`src/rtl/cpu_mem_sequencer.sv`:
```
// cpu_mem_sequencer
//   Fetch / load-store sequencer for the multi-cycle CPU. Owns the PC and the
//   instruction register and drives a single memory port through a req/ack
//   handshake, so the memory behind it may take any number of cycles.
//
// Ports
//   clk            clock, rising edge
//   reset          synchronous, active-low reset
//   mem_req        memory request, held until acknowledged
//   mem_we         1 = write, 0 = read (valid with mem_req)
//   mem_addr       memory address (valid with mem_req)
//   mem_wdata      write data (valid with mem_req & mem_we)
//   mem_rdata      read data, sampled on the ack cycle
//   mem_ack        memory completes the current request this cycle
//   retire         core finished the instruction; advance the PC
//   branch_en      with retire: load branch_target instead of PC+PC_STEP
//   branch_target  branch destination
//   ls_req         load/store request for the current instruction
//   ls_we          1 = store, 0 = load
//   ls_addr        load/store address
//   ls_wdata       store data
//   pc             address of the instruction held in instr
//   instr          instruction register
//   instr_valid    one-cycle pulse when a new instruction is latched
//   ls_rdata       load data register
//   ls_done        one-cycle pulse when a load/store completes
//   bus_err        sticky memory timeout flag
//   state          current state (FETCH=0, EXEC=1, LSU=2, HALT=3)

module cpu_mem_sequencer #(
  parameter int unsigned        ADDR_W       = 16,
  parameter int unsigned        DATA_W       = 16,
  parameter logic [ADDR_W-1:0]  RESET_VECTOR = '0,
  parameter int unsigned        PC_STEP      = 1,
  parameter int unsigned        TIMEOUT      = 255
) (
  input  logic              clk,
  input  logic              reset,
  output logic              mem_req,
  output logic              mem_we,
  output logic [ADDR_W-1:0] mem_addr,
  output logic [DATA_W-1:0] mem_wdata,
  input  logic [DATA_W-1:0] mem_rdata,
  input  logic              mem_ack,
  input  logic              retire,
  input  logic              branch_en,
  input  logic [ADDR_W-1:0] branch_target,
  input  logic              ls_req,
  input  logic              ls_we,
  input  logic [ADDR_W-1:0] ls_addr,
  input  logic [DATA_W-1:0] ls_wdata,
  output logic [ADDR_W-1:0] pc,
  output logic [DATA_W-1:0] instr,
  output logic              instr_valid,
  output logic [DATA_W-1:0] ls_rdata,
  output logic              ls_done,
  output logic              bus_err,
  output logic [2:0]        state
);

  localparam int unsigned CNT_W = (TIMEOUT < 2) ? 1 : $clog2(TIMEOUT + 1);

  typedef enum logic [2:0] {
    ST_FETCH = 3'd0,
    ST_EXEC  = 3'd1,
    ST_LSU   = 3'd2,
    ST_HALT  = 3'd3
  } state_e;

  state_e              state_q, state_d;
  logic [ADDR_W-1:0]   pc_q, pc_d;
  logic [DATA_W-1:0]   instr_q, instr_d;
  logic [DATA_W-1:0]   ls_rdata_q, ls_rdata_d;
  logic                mem_req_q, mem_req_d;
  logic                mem_we_q, mem_we_d;
  logic [ADDR_W-1:0]   mem_addr_q, mem_addr_d;
  logic [DATA_W-1:0]   mem_wdata_q, mem_wdata_d;
  logic                instr_valid_q, instr_valid_d;
  logic                ls_done_q, ls_done_d;
  logic                bus_err_q, bus_err_d;
  logic [CNT_W-1:0]    cnt_q, cnt_d;
  logic [ADDR_W-1:0]   pc_next;
  logic                timeout_hit;

  always_comb begin
    state_d       = state_q;
    pc_d          = pc_q;
    instr_d       = instr_q;
    ls_rdata_d    = ls_rdata_q;
    mem_req_d     = mem_req_q;
    mem_we_d      = mem_we_q;
    mem_addr_d    = mem_addr_q;
    mem_wdata_d   = mem_wdata_q;
    instr_valid_d = 1'b0;
    ls_done_d     = 1'b0;
    bus_err_d     = bus_err_q;
    cnt_d         = cnt_q;
    pc_next       = pc_q;
    // The current cycle is the TIMEOUT-th unacknowledged request cycle.
    timeout_hit   = (TIMEOUT != 0) && ((32'(cnt_q) + 32'd1) >= TIMEOUT);

    unique case (state_q)
      ST_FETCH: begin
        if (!mem_req_q) begin
          // Only reached straight after reset; later fetches are launched
          // from EXEC so that a zero-wait fetch costs a single FETCH cycle.
          mem_req_d  = 1'b1;
          mem_we_d   = 1'b0;
          mem_addr_d = pc_q;
          cnt_d      = '0;
        end else if (mem_ack) begin
          instr_d       = mem_rdata;
          instr_valid_d = 1'b1;
          mem_req_d     = 1'b0;
          state_d       = ST_EXEC;
        end else if (timeout_hit) begin
          mem_req_d = 1'b0;
          bus_err_d = 1'b1;
          state_d   = ST_HALT;
        end else begin
          cnt_d = cnt_q + CNT_W'(1);
        end
      end

      ST_EXEC: begin
        if (ls_req) begin
          mem_req_d   = 1'b1;
          mem_we_d    = ls_we;
          mem_addr_d  = ls_addr;
          mem_wdata_d = ls_wdata;
          cnt_d       = '0;
          state_d     = ST_LSU;
        end else if (retire) begin
          pc_next    = branch_en ? branch_target : pc_q + ADDR_W'(PC_STEP);
          pc_d       = pc_next;
          mem_req_d  = 1'b1;
          mem_we_d   = 1'b0;
          mem_addr_d = pc_next;
          cnt_d      = '0;
          state_d    = ST_FETCH;
        end
      end

      ST_LSU: begin
        if (mem_ack) begin
          if (!mem_we_q) begin
            ls_rdata_d = mem_rdata;
          end
          ls_done_d = 1'b1;
          mem_req_d = 1'b0;
          mem_we_d  = 1'b0;
          state_d   = ST_EXEC;
        end else if (timeout_hit) begin
          mem_req_d = 1'b0;
          mem_we_d  = 1'b0;
          bus_err_d = 1'b1;
          state_d   = ST_HALT;
        end else begin
          cnt_d = cnt_q + CNT_W'(1);
        end
      end

      ST_HALT: begin
        mem_req_d = 1'b0;
        mem_we_d  = 1'b0;
        bus_err_d = 1'b1;
      end

      default: begin
        state_d = ST_FETCH;
      end
    endcase
  end

  always_ff @(posedge clk) begin
    if (!reset) begin
      state_q       <= ST_FETCH;
      pc_q          <= RESET_VECTOR;
      instr_q       <= '0;
      ls_rdata_q    <= '0;
      mem_req_q     <= 1'b0;
      mem_we_q      <= 1'b0;
      mem_addr_q    <= '0;
      mem_wdata_q   <= '0;
      instr_valid_q <= 1'b0;
      ls_done_q     <= 1'b0;
      bus_err_q     <= 1'b0;
      cnt_q         <= '0;
    end else begin
      state_q       <= state_d;
      pc_q          <= pc_d;
      instr_q       <= instr_d;
      ls_rdata_q    <= ls_rdata_d;
      mem_req_q     <= mem_req_d;
      mem_we_q      <= mem_we_d;
      mem_addr_q    <= mem_addr_d;
      mem_wdata_q   <= mem_wdata_d;
      instr_valid_q <= instr_valid_d;
      ls_done_q     <= ls_done_d;
      bus_err_q     <= bus_err_d;
      cnt_q         <= cnt_d;
    end
  end

  assign mem_req     = mem_req_q;
  assign mem_we      = mem_we_q;
  assign mem_addr    = mem_addr_q;
  assign mem_wdata   = mem_wdata_q;
  assign pc          = pc_q;
  assign instr       = instr_q;
  assign instr_valid = instr_valid_q;
  assign ls_rdata    = ls_rdata_q;
  assign ls_done     = ls_done_q;
  assign bus_err     = bus_err_q;
  assign state       = state_q;

endmodule

```
`config.mk`:
```
export PLATFORM = sky130hd
export DESIGN_NAME = cpu_mem_sequencer
export DESIGN_NICKNAME = d
export VERILOG_FILES = /design/src/rtl/cpu_mem_sequencer.sv
export SDC_FILE = /design/constraint.sdc
export NUM_CORES = 1
export LEC_CHECK = 0
export ABC_AREA = 1
export CORE_ASPECT_RATIO = 1.1
export CORE_MARGIN = 2
export CORE_UTILIZATION = 30
export CTS_CLUSTER_DIAMETER = 40
export CTS_CLUSTER_SIZE = 28
export DETAILED_ROUTE_END_ITERATION = 8
export GPL_TIMING_DRIVEN = 0
export PLACE_DENSITY = 0.67
export SYNTH_ARGS = -nofsm -noshare
export SYNTH_HDL_FRONTEND = slang
export SYNTH_SLANG_ARGS = --single-unit
```
`constraint.sdc`:
```
create_clock -name clk -period 2.2 [get_ports clk]
set_input_delay 0.33 -clock clk [delete_from_list [all_inputs] [get_ports clk]]
set_output_delay 0.33 -clock clk [all_outputs]
set_load 0.03 [all_outputs]
```
**Word level (Yosys, flattened, before mapping)**

Cells that the tools add are included.

- Register bits: 96
- Word-level logic and storage cells: 77

- Add/subtract/negate cells: 3
- Magnitude comparators: 1
- Equality and inequality tests: 7
- Mux-type cells: 34
- Bitwise logic cells: 3
- Reductions and logical operators: 17

Operators with widths:

| operator | count |
|---|---|
| $mux 16 | 4 |
| $mux 8 | 5 |
| $pmux 16 s2 | 1 |
| $pmux 8 s3 | 1 |
| $reduce_and 3->1 | 7 |
| $add 16x1->16 const B | 1 |
| $mux 3 | 5 |
| $mux 1 | 14 |
| $pmux 3 s4 | 1 |
| $add 8x1->9 const B | 1 |
| $ge 9x8->1 const B | 1 |
| $add 8x1->8 const B | 1 |
| $pmux 1 s4 | 2 |
| $reduce_and 2->1 | 4 |
| $eq 3x2->1 const B | 2 |
| $ne 3x3->1 const B | 2 |
| $reduce_bool 3->1 | 2 |
| $ne 2x2->1 const B | 2 |
| $reduce_and 4->1 | 1 |
| $reduce_bool 4->1 | 1 |
| $eq 3x1->1 const B | 1 |
| $logic_not 3->1 | 1 |
| $not 1->1 | 3 |
| $pmux 1 s3 | 1 |
| $reduce_bool 2->1 | 1 |

**Logic depth before layout (Yosys ltp)**

Gate-level depths: netlist of run 1.

- Word-level depth: 6
- Gate-level depth with buffers: 14

**Least setup slack after synthesis of run 1**

Ideal clock, no wire load.

- Path kind: reg-to-reg
- Start: register state_q[1], in the netlist state[1]
- End: register cnt_q[0]
- Data arrival time: 1.947 ns
- Path slack: 0.183 ns
- Cell stages (with the launch flop): 10
- Buffers on the path: 0
- Cell sequence: dfxtp_1 -> inv_1 -> ha_1 -> inv_2 -> nor2_8 -> nand2_1 -> nand2_1 -> nor2_1 -> o21ai_0 -> a21oi_1

- Longest elaborated chain between the ends: 3
- Elaborated cells between the ends (all ways): 7

RTL lines:

| what | RTL line | source |
|---|---|---|
| start, declared | 70 | `state_e state_q, state_d;` |
| start signal, assigned | 190 | `state_q <= state_d;` |
| $eq 3x1->1, or another cell as far along | 102 | `unique case (state_q)` |
| $ne 3x3->1 (no line) / $reduce_bool 3->1 (equally long branches) | -- |  |
| $reduce_and 2->1 (no line) | -- |  |
| end signal, assigned | 201 | `cnt_q <= cnt_d;` |
| end, declared | 81 | `logic [CNT_W-1:0] cnt_q, cnt_d;` |

Several ways; a longest one is shown, not always the timed one.
A chain may end at the register's enable or synchronous reset.

**Worst setup path in the final report of run 1**

- Start: register pc_q[1], in the netlist pc[1]
- End: register mem_addr_q[14], in the netlist mem_addr[14]

- Longest elaborated chain between the ends: 5

RTL lines:

| what | RTL line | source |
|---|---|---|
| start, declared | 71 | `logic [ADDR_W-1:0] pc_q, pc_d;` |
| start signal, assigned | 191 | `pc_q <= pc_d;` |
| $add 16x1->16 | 134 | `pc_next = branch_en ? branch_target : pc_q + ADDR_W'(PC_STEP);` |
| $mux 16 | 134 |  |
| $mux 16 | 133 | `end else if (retire) begin` |
| $mux 16 | 126 | `if (ls_req) begin` |
| $pmux 16 s2 | 102 |  |
| end signal, assigned | 196 | `mem_addr_q <= mem_addr_d;` |
| end, declared | 76 | `logic [ADDR_W-1:0] mem_addr_q, mem_addr_d;` |

Every way passes these cells. The select of a mux whose other input is x is not followed.

==> results of run 1 <==
sequential cells by signal (all words and copies together), names as in the netlist:
register     count
mem_we           1
cnt_q            8
mem_wdata       16
state            2
ls_rdata        16
pc              16
ls_done          1
bus_err          1
mem_req          1
mem_addr        16
instr           16
instr_valid      1
Yosys cell counts:
cell type / number
dfxtp_1: 95
inv_1: 68
o22ai_1: 2
o21ai_1: 4
nand2_2: 3
a21oi_1: 60
xor2_1: 6
buf_1: 1
buf_4: 3
xnor2_1: 1
nor2_1: 84
o21ai_0: 104
o21a_1: 2
nor2_4: 4
o211ai_1: 2
buf_2: 3
o21bai_1: 3
nor2_8: 1
nand3_1: 16
a221oi_1: 15
nor3_1: 1
nand3_2: 4
nor4_1: 1
inv_2: 5
or2_1: 1
ha_1: 9
or2_2: 3
clkinv_1: 1
conb_1: 1
and2_4: 1
nand4_1: 6
nand2_1: 91
a21oi_4: 2
mux2i_1: 1
o21ai_2: 2
nor3_2: 1
clkbuf_1: 22
nor2_2: 5
o31ai_1: 2
clkbuf_2: 1
worst max-delay path: stages (launching register included):
cell     delay (ps)
dfxtp_1         440
ha_1            240
nand4_1         170
nor2_2          210
nand2_1         100
nor2_1          180
nand2_1          90
xor2_1          140
or2_1           230
nand3_1         110
a21oi_1          70
metal layers:
layer	share of wire, %	GRT usage, %	routed length, um	up-vias
met5	0	0	0	-
met4	2.2	7.28	323	0
met3	11	6.85	1660	26
met2	43	28.4	6470	196
met1	44	23.4	6530	2196
li1	-	-	-	2450
layout make-up:
type	instances	area [um^2]
multi-input combinational	438	2330
clock inverter	3	47.5
inverter	74	280
fill	1523	8180
clock buffer	13	280
timing repair buffer	160	1590
sequential	95	1900
buffer	30	140
tap	196	245
stage by stage:
step	cells	utilization (%)
after floorplan	637	-
after global placement	989	42.6
after detailed placement	989	42.6
after CTS	1005	45.0
after global routing	1009	45.5
final	1009	45.5
path summary, 6_finish.rpt:
| path | start | to | slack, ps |
|---|---|---|---|
| worst max-delay path | pc[1]$_SDFFE_PN0P_ | mem_addr[14]$_SDFFE_PN0P_ | 120 |
| worst max register to register | pc[1]$_SDFFE_PN0P_ | mem_addr[14]$_SDFFE_PN0P_ | 120 |
| worst min-delay path | instr[13]$_SDFFE_PN0P_ | instr[13]$_SDFFE_PN0P_ | 440 |
| worst min register to register | instr[13]$_SDFFE_PN0P_ | instr[13]$_SDFFE_PN0P_ | 440 |
kinds of logic (layout without fill, tap and decap cells):
family          Yosys count  in the layout  synth area share, %
xor+xnor                  7              7                 1.34
fa+ha+maj                 9              9                 2.46
other cells               1              1               0.0818
flops                    95             95                 41.5
mux                       1              1                0.218
simple gates            222            222                 21.5
buf+inv                 104            280                 8.87
compound gates          198            198                 24.1
what timing repair did:
item / 4_1_cts / 5_1_grt
resized for setup: 10 / 14
hold buffers: 0 / 0
endpoints found under the setup margin: 50 / 44
pin swaps: 0 / 1
buffers inserted: 0 / 4
power by group:
group / internal, W / total (W) / switching (W) / leakage [nW]
registers: 0.00209 / 0.00236 / 0.000268 / 0.775
logic: 0.00138 / 0.00351 / 0.00213 / 1.71
clock network: 0.00101 / 0.00172 / 0.000705 / 0.162
total: 0.00449 / 0.00759 / 0.00310 / 2.64
==> impl_metrics.toml, run 1 <==
[synth]
ys_ff_latch = 95
syn_inst = 637
synth_top_area_share_pct = 41.5
synth.area.top_cells = "dfxtp_1 (41%), o21ai_0 (11%), nand2_1 (7.5%)"
syn-mean-instance-area_um2 = 7.19
synth.largest_area_cell = "dfxtp_1"
yosys_warnings = 0
netlist_area_um2 = 4580
synth-seq-area-share_pct = 41.5
ys_types = 40
synth_nets = 717

[detailed_routing]
drt_wl_total_um = 15000
drc = 0
ant_nets = 0
vias = 4868
first_iter_violations = 278
wl_per_cell_um = 14.9
drt-vias-per-instance = 4.82
first_pass_iters = 5

[global_route]
grt_first_pass_wirelength_um = 23300
grt_overflow_total = 0
grt_pass1_vias = 4502
grt_usage_pct = 18.5
grt_max_degree = 16
antenna_found_initial = 0

[finish]
area_growth_pct = 48.8
diodes = 0
drive_gt1_share_pct = 8.73
layout_common_cells = "clkdlybuf4s50_1 (156), o21ai_0 (104), dfxtp_1 (93)"
final_common_cell = "clkdlybuf4s50_1"
final_area_um2 = 6820
nets = 888

[setup_path]
cp.arrival_ps = 2310
crit_fanout = 5
cp-end-kind = "register"
worstPathRequired_ps = 2430
critPathLaunchType = "register"
critical_path_class = "reg2reg"
rr_worst_depth = 10

[clocking]
cts_inserted_buffers = 9
cts_root_buffer = "clkbuf_16"
path_clk_slew_ps = 70
htree_levels = 3
cts_buffer_depth = 2
insertion_delay_ps = 350
cts_tree = "built"
clock-sinks = 95

[die]
rows = 47
io_pins = 159
core_area_um2 = 15000
die_h_um = 134
initial_core_util_pct = 30.6
die_w_um = 122
dieArea_um2 = 16300

[hold_path]
hp-class = "reg2reg"
hold-path-cell-count = 2

[placed_design]
placed_area_um2 = 6390
dp_hpwl_um = 11200
gp_congestion = 0.864
port-buffer-count = 156
pre_cts_slack_ps = -433

[timing]
hold_slack_ps = 444
fin_crit_sh_pct = 94.6
setup_viol = 0
layout_setup_ws_ps = 120
finalHoldViolCount = 0
fin_skew_ps = 7.64
tns_ps = 0
rsz0062_at_grt = "false"
slew-limit-headroom_pct = 59.0
finalCriticalPeriod_ps = 2080
clock.fmax_mhz = 481
drv_slew = 0
tightest_slew_ps = 615

[power_and_ir_drop]
power.density_nw_per_um2 = 1110
p_total_w = 0.00759
ir_worst_vdd_mv = 0.586
p_leak_nw = 2.64

[run_status]
status = "completed"

[flow_run]
max-cap-violations = 0
Power figures use the tool's default switching activity.
==> inputs of run 2 (changes only) <==
--- a/config.mk
+++ b/config.mk
@@ -13,7 +13,9 @@
 export CTS_CLUSTER_SIZE = 28
 export DETAILED_ROUTE_END_ITERATION = 8
 export GPL_TIMING_DRIVEN = 0
-export PLACE_DENSITY = 0.67
+export MAX_ROUTING_LAYER = met4
+export PLACE_DENSITY_LB_ADDON = 0.3
+export SETUP_SLACK_MARGIN = 0.5
 export SYNTH_ARGS = -nofsm -noshare
 export SYNTH_HDL_FRONTEND = slang
 export SYNTH_SLANG_ARGS = --single-unit
==> run 2 against run 1 <==
Net effect: final cell count grew 4.6%; die area unchanged; critical path depth is 2 higher; power grew 9.6%; setup slack gained 250 ps; clock-buffer cell count is 4 lower; via count is 7.9% higher; sequential share of layout area decreased by 3.0 points; utilization is 6.5 points higher; non-clock buffer count grew 45; clock skew about the same.
==> impl_metrics.toml, run 2 (same netlist as run 1, synthesis figures left out) <==
[run_status]
status = "completed"

[placed_design]
dp_hpwl_um = 11400
port-buffer-count = 156
gp_congestion = 0.845
pre_cts_slack_ps = -408

[timing]
finalCriticalPeriod_ps = 1830
drv_slew = 0
fin_crit_sh_pct = 83.1
slew-limit-headroom_pct = 51.1
rsz0062_at_grt = "true"
clock.fmax_mhz = 547
tightest_slew_ps = 734
fin_skew_ps = 7.61
hold_slack_ps = 441
layout_setup_ws_ps = 372
setup_viol = 0
finalHoldViolCount = 0

[finish]
nets = 934
final_common_cell = "o21ai_0"
area_growth_pct = 70.2
regArea_um2 = 1940
diodes = 0
drive_gt1_share_pct = 25.3
layout_common_cells = "o21ai_0 (79), dfxtp_1 (78), nand2_1 (75)"
multi_input_area_um2 = 2820
fillCellCount = 1425
fin_util_pct = 52.0

[clocking]
path_clk_slew_ps = 70
clock-sinks = 95
postCtsHoldBufs = 0
insertion_delay_ps = 350
htree_levels = 3
cts_tree = "built"
cts_inserted_buffers = 9
cts_root_buffer = "clkbuf_16"
cts_buffer_depth = 2

[setup_path]
worstPathRequired_ps = 2450
crit_chain = "ha_4 > nand2_4 > o21ai_2 > nand2_2 > nor2_4 > nand3_4 > inv_4 > nor2_4 > a21oi_4 > nand2_1 > nand2_1 > nor2_1"
critical_path_class = "reg2reg"
critPathLaunchType = "register"
cp.arrival_ps = 2080
critPathLaunch = "cnt_q[0]$_SDFFE_PN0P_"
crit_buf_inv = 1
critPathSlowestCell = "dfxtp_4"
cpPeakStageDelay_ps = 400
cp-end-kind = "register"
crit_family = "simple AND/OR/NAND/NOR gates"
crit_fanout = 6
r2r_start = "cnt_q[0]$_SDFFE_PN0P_"

[global_route]
grt_max_degree = 17
antenna_found_initial = 0
grt_pass1_vias = 5063
grt_first_pass_wirelength_um = 26000
grt_overflow_total = 0
grt_usage_pct = 21.1

[power_and_ir_drop]
power.density_nw_per_um2 = 1070
p_leak_nw = 3.72
p_total_w = 0.00832
ir_worst_vdd_mv = 0.549

[detailed_routing]
drt-vias-per-instance = 4.98
first_pass_iters = 5
drc = 0
ant_nets = 0
first_iter_violations = 387
drt_wl_total_um = 17300
wl_per_cell_um = 16.4
vias = 5252

[die]
die_w_um = 122
rows = 47
die_h_um = 134
core_area_um2 = 15000
io_pins = 159
dieArea_um2 = 16300
initial_core_util_pct = 30.6

[hold_path]
min_from = "instr[13]$_SDFFE_PN0P_"
hp-class = "reg2reg"

[flow_run]
max-cap-violations = 0
-- run 2: cell type report --
class	instances	share of cell area [%]
Clock inverter	7	1.54
Inverter	74	3.99
Multi-Input combinational cell	439	36.1
Clock buffer	9	2.89
Sequential cell	95	24.9
Tap cell	196	3.14
Timing Repair Buffer	205	24.9
Buffer	30	2.52
-- run 2: final timing paths --
path | end | slack, ps | cells after the start
min reg2reg | instr[13]$_SDFFE_PN0P_ | 440 | 2
max | mem_req$_SDFFE_PN0P_ | 370 | 12
max reg2reg | mem_req$_SDFFE_PN0P_ | 370 | 12
min | instr[13]$_SDFFE_PN0P_ | 440 | 2
-- run 2: power breakdown --
| part | internal (W) | leakage (nW) | total (W) | switching, W |
|---|---|---|---|---|
| logic | 0.00166 | 2.77 | 0.00410 | 0.00243 |
| registers | 0.00211 | 0.784 | 0.00238 | 0.000273 |
| clock network | 0.00112 | 0.171 | 0.00184 | 0.000721 |
| total | 0.00489 | 3.72 | 0.00832 | 0.00343 |
-- run 2: what timing repair did --
| action | in CTS | in global routing |
|---|---|---|
| endpoints found under the setup margin | 151 | 84 |
| pin swaps | 34 | 35 |
| hold endpoints to repair | 0 | 0 |
| gates resized for setup | 159 | 125 |
| cloned | 1 | 0 |
| buffers inserted | 33 | 16 |
-- run 2: per-stage QoR --
stage               cells  area [um^2]  setup TNS, ps
detailed placement    989         6460          -5230
global route         1055         7800              0
floorplan             637         4650              0
CTS                  1039         7310              0
finish               1055         7800              0
global placement      989         6460          -5090
-- run 2: metal layers --
metal  share of wire, %  track usage [%]  vias up
li1                   -                -     2546
met1                 42             25.1     2441
met2                 48             33.9      241
met3                8.0             5.57       24
met4                2.3             8.43        0
met5                  0                -        -
-- run 2: worst min-delay path: stages (launching register included) --
cell,delay (ps)
dfxtp_1,310
inv_1,40
a21oi_1,50
